--- config.mk ---
export PLATFORM = sky130hd
export DESIGN_NAME = serial_frame_rx
export DESIGN_NICKNAME = d
export VERILOG_FILES = /design/src/rtl/serial_frame_rx.sv
export SDC_FILE = /design/constraint.sdc
export NUM_CORES = 1
export LEC_CHECK = 0
export CORE_AREA = 2 2 66 68
export CTS_CLUSTER_DIAMETER = 150
export DETAILED_ROUTE_END_ITERATION = 10
export DIE_AREA = 0 0 68 70
export PLACE_DENSITY = 0.57
export SYNTH_ARGS = -nofsm -noshare
export SYNTH_HDL_FRONTEND = slang
export SYNTH_SLANG_ARGS = --single-unit
--- constraint.sdc ---
create_clock -name clk -period 1.8 [get_ports clk]
set_clock_uncertainty 0.1 [all_clocks]
set_input_delay 0.45 -clock clk [delete_from_list [all_inputs] [get_ports clk]]
set_output_delay 0.45 -clock clk [all_outputs]
set_load 0.02 [all_outputs]
--- src/rtl/serial_frame_rx.sv ---
// serial_frame_rx
//   Receives an 11-bit serial frame at one bit per clock:
//   start(1), 8 data bits MSB first, even-parity bit, stop(0).
//   Good frames go into a one-entry output buffer drained by a
//   valid/ready handshake.
//
// Ports
//   clk        in   rising-edge clock
//   clear      in   synchronous active-high reset
//   si         in   serial line, idles at 0
//   ready      in   downstream accepts data_out when high
//   data_out   out  [7:0] received byte
//   valid      out  buffer holds a byte not yet accepted
//   parity_err out  parity flag for the byte in data_out
//   frame_err  out  one-cycle pulse after a bad stop bit
//   overrun    out  sticky: a good frame was dropped, buffer was full
//   busy       out  high whenever the FSM is not IDLE
module serial_frame_rx (
    input  logic       clk,
    input  logic       clear,
    input  logic       si,
    input  logic       ready,
    output logic [7:0] data_out,
    output logic       valid,
    output logic       parity_err,
    output logic       frame_err,
    output logic       overrun,
    output logic       busy
);

    typedef enum logic [1:0] {
        IDLE,
        DATA,
        PARITY,
        STOP
    } state_t;

    state_t     state_q;
    logic [2:0] cnt_q;
    logic [7:0] shreg_q;
    logic       perr_q;        // parity result of the frame in flight
    logic [7:0] data_q;
    logic       valid_q;
    logic       perr_out_q;    // parity flag of the buffered byte
    logic       frame_err_q;
    logic       overrun_q;

    always_ff @(posedge clk) begin
        if (clear) begin
            state_q     <= IDLE;
            cnt_q       <= '0;
            shreg_q     <= '0;
            perr_q      <= 1'b0;
            data_q      <= '0;
            valid_q     <= 1'b0;
            perr_out_q  <= 1'b0;
            frame_err_q <= 1'b0;
            overrun_q   <= 1'b0;
        end else begin
            frame_err_q <= 1'b0;

            // Transfer empties the buffer; a good frame completing on the
            // same edge reloads it below (later assignment wins).
            if (valid_q && ready) begin
                valid_q <= 1'b0;
            end

            case (state_q)
                IDLE: begin
                    if (si) begin
                        state_q <= DATA;
                        cnt_q   <= '0;
                    end
                end
                DATA: begin
                    shreg_q <= {shreg_q[6:0], si};
                    cnt_q   <= cnt_q + 3'd1;
                    if (cnt_q == 3'd7) begin
                        state_q <= PARITY;
                    end
                end
                PARITY: begin
                    perr_q  <= ^{shreg_q, si};
                    state_q <= STOP;
                end
                STOP: begin
                    // Always return to IDLE: a bad stop bit of 1 is never
                    // taken as the next start bit.
                    state_q <= IDLE;
                    if (si) begin
                        frame_err_q <= 1'b1;
                    end else if (!valid_q || ready) begin
                        data_q     <= shreg_q;
                        perr_out_q <= perr_q;
                        valid_q    <= 1'b1;
                    end else begin
                        overrun_q <= 1'b1;
                    end
                end
                default: state_q <= IDLE;
            endcase
        end
    end

    assign data_out   = data_q;
    assign valid      = valid_q;
    assign parity_err = perr_out_q;
    assign frame_err  = frame_err_q;
    assign overrun    = overrun_q;
    assign busy       = (state_q != IDLE);

endmodule

; Yosys cells after proc, flatten, opt, wreduce, memory -nomap -nowiden
; Cells that the tools add are included.
[classes]
n_addsub = 1
n_eq_ne = 6
muxes = 10
n_bitwise = 3
n_reduce_logical = 12
[op_table]
columns = cell, n
row1 = $reduce_xor A9 Y1, 1
row2 = $pmux W2 S4, 1
row3 = $pmux W3 S2, 1
row4 = $reduce_and A3 Y1, 2
row5 = $mux W1, 5
row6 = $eq A2 B2 Y1 const B, 2
row7 = $mux W2, 2
row8 = $ne A2 B2 Y1 const B, 2
row9 = $reduce_and A2 Y1, 2
row10 = $reduce_bool A2 Y1, 2
row11 = $add A3 B1 Y3 const B, 1
row12 = $eq A3 B3 Y1 const B, 1
row13 = $mux W3, 1
row14 = $not A1 Y1, 3
row15 = $eq A2 B1 Y1 const B, 1
row16 = $logic_not A2 Y1, 1
row17 = $reduce_or A2 Y1, 1
row18 = $logic_and A1 B1 Y1, 1
row19 = $logic_not A1 Y1, 1
row20 = $logic_or A1 B1 Y1, 1
[totals]
regBits = 26
inputBits = 4
output_inout_bits = 13

; Depth between registers and ports, before layout
; Gate-level depths: netlist (run 1).
[depth]
depth_word = 5
ltp_mapped = 6

; Least setup slack after synthesis (run 1)
; No wires, ideal clock.
[synth_path]
kind = register to register
startpoint = register state_q[0]
endpoint = register state_q[1]
arrival_time_ps = 1298
required_time_ps = 1572
setup_slack_ps = 274
path_stages_with_launch = 7
cell_sequence = dfxtp_1 -> inv_1 -> ha_1 -> nand2b_1 -> a21boi_0 -> mux2i_1 -> nor2_1
[synth_via]
elab_chain_cells = 3
word_cells_on_any_way = 8
classes_between = eq/ne: 5 / mux: 1 / reduce/logical: 2
[synth_rtl]
columns = element, line
row1 = "start, declared", 38  ; state_t state_q;
row2 = "start signal, assigned", 50  ; state_q <= IDLE;
row3 = "start signal, assigned", 71  ; state_q <= DATA;
row4 = "start signal, assigned", 79  ; state_q <= PARITY;
row5 = $eq A2 B1 Y1 or $logic_not A2 Y1 (tied branches), 68  ; case (state_q)
row6 = $ne A2 B2 Y1 (no source line), n/a
row7 = $reduce_and A2 Y1 (no source line), n/a
; Parallel ways exist; a longest one is shown, timed or not.
; A chain may end at the register's enable or synchronous reset.

; Worst setup path after layout (run 1)
[layout_path]
startpoint = register data_q[2] (netlist: data_out[2])
endpoint = output port data_out[2]
[layout_rtl]
columns = element, line
row1 = "start, declared", 42  ; logic [7:0] data_q;
row2 = "start signal, assigned", 93  ; data_q <= shreg_q;
row3 = "end, declared", 23  ; output logic [7:0] data_out,
; No word-level cell between the ends.

==> implementation parameters, run 1 <==
Parameter                              Value

Outcome
  Result of the run ... finished, final reports clean

Synthesis
  Sequential fraction of the synthesis area ... 0.4633
  Async set-or-reset flop fraction in the synthesized netlist ... 0
  Net count of the mapped netlist ... 131
  Number of different library cells in the post-synthesis netlist ... 26
  Post-Synthesis Cell Area ... 1124 um^2
  Number of synthesized flops with an enable pin ... 0
  Synth Flop Type ... dfxtp_1
  Most area-hungry cell type in the Yosys netlist ... dfxtp_1
  Cells after synthesis ... 120
  Top post-synthesis cells by area ... dfxtp_1, mux2i_1, ha_1, nor2_1, a21oi_1
  Post-synthesis area per instance ... 9.363 um^2
  Proportion of netlist area held by the largest area contributor ... 0.4633
  Number of storage elements in the synthesis netlist ... 26
  Total number of yosys warnings ... 0

Floorplan
  Die area ... ~4800 um^2
  CORE AREA ... 4144 um^2
  Row Count ... 24
  Y dimension of the die ... ~70 um
  Die boundary width ... 68 um
  Initial standard-cell utilization of the core ... 0.2711
  Number of top-level design ports ... 17

Clock network
  Register clock-pin slew on the reported worst setup and hold paths ... around 0.090 ns
  Count of H-tree levels built during CTS ... 1
  Number of buffers between clock root and the deepest sink ... 2
  Number of sinks on the clock net ... 26
  Clock tree from TritonCTS ... done
  Total clock buffers created by CTS ... 3
  # Post-CTS Setup Buffers ... 0
  Root buffer cell ... clkbuf_8
  Source-to-sink clock delay at the later pin of the worst-skew pair ... 0.27 ns

Global route
  Total global routing track utilization ... 0.09928
  Global route total overflow ... 0
  Vias in the first global route ... 816
  Wire length of the first global-routing pass ... 3643 um
  Initial antenna violation count ... 0
  Maximum number of pins on one net before global-route repair ... 17

Setup path
  Crit path launch type ... register
  Maximum cell stage delay along the critical path ... 0.60 ns
  Maximum fanout encountered on the critical timing path ... 2
  Required arrival time at the worst endpoint ... about 1.3 ns
  Cells traversed along the worst timing path ... clkdlybuf4s50_1
  Element type at the critical path end ... primary output
  Cell with the biggest individual delay on the critical path ... clkdlybuf4s50_1
  Buffers and inverters on the worst path ... 1
  Family with the most delay on the worst path ... buffers and inverters
  Data arrival time of the worst path ... 1.21 ns
  Crit Path Category ... reg2out

Place
  Area after detailed placement ... ~1400 um^2
  DP Cell Count ... 194
  HPWL Detailed ... 1587 um
  Minimum setup slack after placement ... -0.2696 ns
  Number of I/O port buffers ... 16
  Final weighted congestion in routability-driven placement ... 0.6435

Final layout
  Most common cell after layout, fill and taps aside ... dfxtp_1
  Area growth from synthesis to final layout ... 35.30%
  Cell Count, Final, Fillers Out ... around 200
  Layout fillers ... 436
  Post-route standard cell area excluding fillers ... between 1500 and 2000 um^2
  Number of antenna cells inserted ... 0
  Post-layout net count ... 158
  Layout cell share with drive strength beyond 1 ... 0.1301
  Highest-count cells in the layout ignoring fill and taps ... dfxtp_1, nor2_1, mux2i_1, dlymetal6s2s_1, buf_4

Drt
  Detailed-router iteration count before antenna repair ... 3
  Average wire per standard cell ... 10.47 um
  Number of DRC markers in iteration 0 ... 44
  Final wirelength ... 2074 um
  Vias per Instance ... around 4.3
  Number of remaining DRC errors ... 0
  Via count ... 860
  Number of nets with antenna violations after routing ... 0

STA
  Final hold viol count ... 0
  Final count of negative-setup-slack endpoints ... 0
  Transition time of the tightest slew-check pin ... approximately 0.33 ns
  Upper clock frequency limit ... 0.5692 GHz
  RSZ-0062 raised after global routing ... false
  Final Max Slew Viols ... 0
  Final clock period utilization by the worst path ... 0.9761
  Worst slew slack as a fraction of its limit ... 0.7750
  Clock period minus final worst setup slack ... 1.757 ns
  Final critical-path setup slack ... 0.04306 ns
  Setup TNS ... 0 ns

Worst hold path
  Tightest Hold Check Type ... reg2reg

Power and ir drop
  Total leakage power ... 0.7952 nW
  Worst IR Drop VDD ... 0.5346 mV
  Power density relative to cell area ... 1136 nW/um^2

Job
  Number of maximum-capacitance violations ... 0
-- routing by layer --
layer	up-vias	global-route usage	share of wire
met5	-	0	0
met4	0	0.04667	0.020
met3	5	0.02576	0.042
met2	14	0.1607	0.48
met1	391	0.1197	0.46
li1	450	-	-
-- path summary, 6_finish.rpt --
check	from	to	slack (ns)	depth (start not counted)
worst min register to register	data_out[5]	data_out[5]	0.36	2
worst max register to register	state_q[0]	state_q[0]	0.21	8
worst max-delay path	data_out[2]	data_out[2]	0.04	1
worst min-delay path	data_out[5]	data_out[5]	0.36	2
-- stage by stage --
stage	hold slack, ns	total power (W)	utilization
finish	0.3570	0.001727	0.3668
floorplan	0.3615	0.001027	-
global placement	0.3446	0.001258	0.3442
global route	0.3694	0.001850	0.3668
CTS	0.3603	0.001765	0.3617
detailed placement	0.3471	0.001285	0.3442
-- Yosys cell counts (2+ instances only) --
library cell and instances:
a21oi_1 9, a22oi_1 2, buf_1 2, buf_2 2, clkbuf_1 2, dfxtp_1 26
ha_1 7, inv_1 4, mux2i_1 11, nand2_1 10, nand2b_1 4, nand3_1 8
nor2_1 17, xnor2_1 3, xor2_1 2
-- cell families (layout without fill, tap and decap cells) --
group | Yosys count | count (layout) | share of synthesized area
XOR/XNOR | 6 | 6 | 0.05903
AO/OA/AOI/OAI | 16 | 16 | 0.08797
AND/OR/NAND/NOR | 44 | 44 | 0.1782
buffers and inverters | 10 | 36 | 0.03564
multiplexers | 11 | 11 | 0.09800
flip-flops | 26 | 26 | 0.4633
adder cells (fa/ha/maj) | 7 | 7 | 0.07795
-- repair_timing --
| action | in CTS | in global routing |
|---|---|---|
| gates resized for setup | 3 | 12 |
| endpoints found under the setup margin | 1 | 12 |
| hold buffers | 0 | 0 |
-- area by class of cell --
class                   count  area (um^2)  share of cell area
well taps                  52        65.06             0.04280
clock inverters             1        30.03             0.01975
inverters                   4        15.01            0.009877
multi-input cells          84        563.0              0.3704
repair buffers             28        285.3              0.1877
clock buffers               3        41.29             0.02716
flip-flops and latches     26        520.5              0.3424
-- state kept, by name, indices dropped and copies added (netlist names) --
name        count
data_out        8
shreg_q         8
cnt_q           3
state_q         2
frame_err       1
overrun         1
parity_err      1
perr_q          1
valid           1
-- where the power goes --
group	internal [W]	leakage, nW	switching, W	total [W]
Combinational	0.000296	0.549	0.000288	0.000584
Clock	0.000298	0.0357	0.000185	0.000482
Sequential	0.000625	0.210	0.0000355	0.000660
Total	0.00122	0.795	0.000508	0.00173
Power figures use the tool's default switching activity.
==> run 2, diff against run 1 <==
--- a/config.mk
+++ b/config.mk
@@ -10,6 +10,7 @@
 export DETAILED_ROUTE_END_ITERATION = 10
 export DIE_AREA = 0 0 68 70
 export PLACE_DENSITY = 0.57
+export REMOVE_ABC_BUFFERS = 1
 export SYNTH_ARGS = -nofsm -noshare
 export SYNTH_HDL_FRONTEND = slang
 export SYNTH_SLANG_ARGS = --single-unit
==> implementation parameters, run 2 (same netlist as run 1, synthesis figures left out) <==
Parameter                              Value

Final layout
  Cell Count, Final, Fillers Out ... 199 (+0.51%)
  Number of antenna cells inserted ... 0 (unchanged)
  Most common cell after layout, fill and taps aside ... dfxtp_1
  Area growth from synthesis to final layout ... 33.85%
  Highest-count cells in the layout ignoring fill and taps ... dfxtp_1, nor2_1, buf_4, mux2i_1, nand2_1
  Post-layout net count ... 159 (+0.63%)
  Layout cell share with drive strength beyond 1 ... 0.1361 (+0.005917)

Clock network
  Source-to-sink clock delay at the later pin of the worst-skew pair ... 0.27 ns (about the same)
  Register clock-pin slew on the reported worst setup and hold paths ... 0.09 ns (about the same)
  Clock tree from TritonCTS ... done
  Number of sinks on the clock net ... 26 (unchanged)
  Root buffer cell ... clkbuf_8
  Count of H-tree levels built during CTS ... 1 (unchanged)
  Total clock buffers created by CTS ... 3 (unchanged)
  # Post-CTS Setup Buffers ... 0 (unchanged)
  Number of buffers between clock root and the deepest sink ... 2 (unchanged)

Worst hold path
  Start point of the worst hold path ... data_out[6]
  Tightest Hold Check Type ... reg2reg
  Number of cells on the worst hold path ... 2 (unchanged)
  Terminating pin of the worst hold path ... data_out[6]

Setup path
  Data arrival time of the worst path ... 1.21 ns (about the same)
  Crit Path Category ... reg2out
  Setup slack on the worst flop-to-flop path ... 0.24 ns (+0.03 ns)
  Maximum fanout encountered on the critical timing path ... 2 (unchanged)
  Buffers and inverters on the worst path ... 1 (unchanged)
  Reg2reg start ... state_q[0]
  Maximum cell stage delay along the critical path ... 0.60 ns (about the same)
  Element type at the critical path end ... primary output
  Worst r2r path cells ... 8 (unchanged)
  Cell with the biggest individual delay on the critical path ... clkdlybuf4s50_1
  Reg-to-reg critical path endpoint ... state_q[1]
  Worst setup path startpoint ... parity_err
  Required arrival time at the worst endpoint ... 1.25 ns (about the same)
  Family with the most delay on the worst path ... buffers and inverters
  Crit path launch type ... register
  Cells traversed along the worst timing path ... clkdlybuf4s50_1

STA
  Setup TNS ... 0 ns (unchanged)
  Upper clock frequency limit ... 0.5675 GHz (-0.30%)
  Transition time of the tightest slew-check pin ... 0.3339 ns (-0.00004840 ns)
  Final hold viol count ... 0 (unchanged)
  Final Max Slew Viols ... 0 (unchanged)
  Final worst hold slack ... 0.3584 ns (+0.001456 ns)
  Clock period minus final worst setup slack ... 1.762 ns (+0.005246 ns)
  Final clock period utilization by the worst path ... 0.9790 (+0.002914)
  Worst slew slack as a fraction of its limit ... 0.7750 (about the same)
  Final count of negative-setup-slack endpoints ... 0 (unchanged)
  RSZ-0062 raised after global routing ... false

Drt
  Number of nets with antenna violations after routing ... 0 (unchanged)
  Detailed-router iteration count before antenna repair ... 4 (+1)
  Average wire per standard cell ... 10.89 um (+4.0%)
  Final wirelength ... 2167 um (+4.5%)
  Number of DRC markers in iteration 0 ... 30 (-32%)
  Vias per Instance ... 4.357 (+0.31%)
  Via count ... 867 (+0.81%)
  Number of remaining DRC errors ... 0 (unchanged)

Floorplan
  Die boundary width ... 68 um (unchanged)
  Initial standard-cell utilization of the core ... 0.2711 (unchanged)
  CORE AREA ... 4144 um^2 (unchanged)
  Y dimension of the die ... 70 um (unchanged)
  Row Count ... 24 (unchanged)
  Die area ... 4760 um^2 (unchanged)
  Number of top-level design ports ... 17 (unchanged)

Power and ir drop
  Power density relative to cell area ... 1068 nW/um^2 (-5.9%)
  Total leakage power ... 0.7371 nW (-7.3%)
  Worst IR Drop VDD ... 0.5819 mV (+8.9%)

Global route
  Most heavily used metal layer in global routing ... met2
  Global-route met1 utilization ... 0.1274 (+0.007683)
  Global route total overflow ... 0 (unchanged)
  Met2 Usage GRT ... 0.1543 (-0.006472)
  GR Util met3 ... 0.01932 (-0.006441)
  Initial antenna violation count ... 0 (unchanged)
  Wire length of the first global-routing pass ... 3532 um (-3.0%)
  Maximum number of pins on one net before global-route repair ... 17 (unchanged)
  Total global routing track utilization ... 0.09651 (-0.002773)
  Vias in the first global route ... 831 (+1.8%)

Place
  HPWL Detailed ... 1622 um (+2.2%)
  Number of I/O port buffers ... 16 (unchanged)
  DP Cell Count ... 195 (+0.52%)
  Final weighted congestion in routability-driven placement ... 0.7309 (+14%)

Job
  Number of maximum-capacitance violations ... 0 (unchanged)

Outcome
  Result of the run ... finished, final reports clean
-- run 2: changes by cell type in the layout (fill, tap and decap cells not counted) --
cell	previous run	this run
buf_4	11	12
buf_2	1	0
clkbuf_2	0	1
dlymetal6s2s_1	11	8
bufinv_16	1	0
clkbuf_8	3	4
clkdlybuf4s50_1	4	7
-- run 2: through the flow --
| step | setup WS (ns) | instance area [um^2] | util | total power [W] |
|---|---|---|---|---|
| 2_1_floorplan | 0.2236 | 1099 | - | 0.001016 |
| 6_report | 0.03781 | 1504 | 0.3629 | 0.001607 |
| 3_5_place_dp | -0.2493 | 1434 | 0.3460 | 0.001267 |
| 5_1_grt | 0.0009454 | 1504 | 0.3629 | 0.001711 |
| 4_1_cts | 0.002179 | 1488 | 0.3590 | 0.001632 |
| 3_3_place_gp | -0.1850 | 1434 | 0.3460 | 0.001244 |
-- run 2: routing by layer --
layer | routed length [um] | share of wire | vias to the layer above
li1 | - | - | 452
met5 | 0 | 0 | -
met3 | 94 | 0.043 | 2
met1 | 1028 | 0.47 | 397
met2 | 1023 | 0.47 | 16
met4 | 21 | 0.0097 | 0
-- run 2: final cells by class --
| cell class | count | area (um^2) |
|---|---|---|
| Clock buffer | 4 | 55.05 |
| Multi-Input combinational cell | 84 | 563.0 |
| Timing Repair Buffer | 29 | 285.3 |
| Inverter | 4 | 15.01 |
| Tap cell | 52 | 65.06 |
| Fill cell | 432 | 2640 |
| Sequential cell | 26 | 520.5 |
-- run 2: worst max-delay path by stage --
stage,slack (ns),depth (start not counted),endpoint
2_1_floorplan,0.22,5,state_q[1]
3_3_place_gp,-0.19,5,perr_q
3_5_place_dp,-0.25,5,perr_q
4_1_cts,0.002,4,busy
5_1_grt,0.0009,1,parity_err
6_report,0.04,1,parity_err
-- run 2: power breakdown --
part / leakage, nW / switching, W / internal, W
clock: 0.0288 / 0.000179 / 0.000195
combinational: 0.498 / 0.000282 / 0.000293
sequential: 0.210 / 0.0000327 / 0.000625
-- run 2: timing repair --
item                                    in CTS  in global routing
pin swaps                                    0                  0
hold buffers                                 0                  0
endpoints found under the setup margin       1                  9
resized for setup                            1                 10
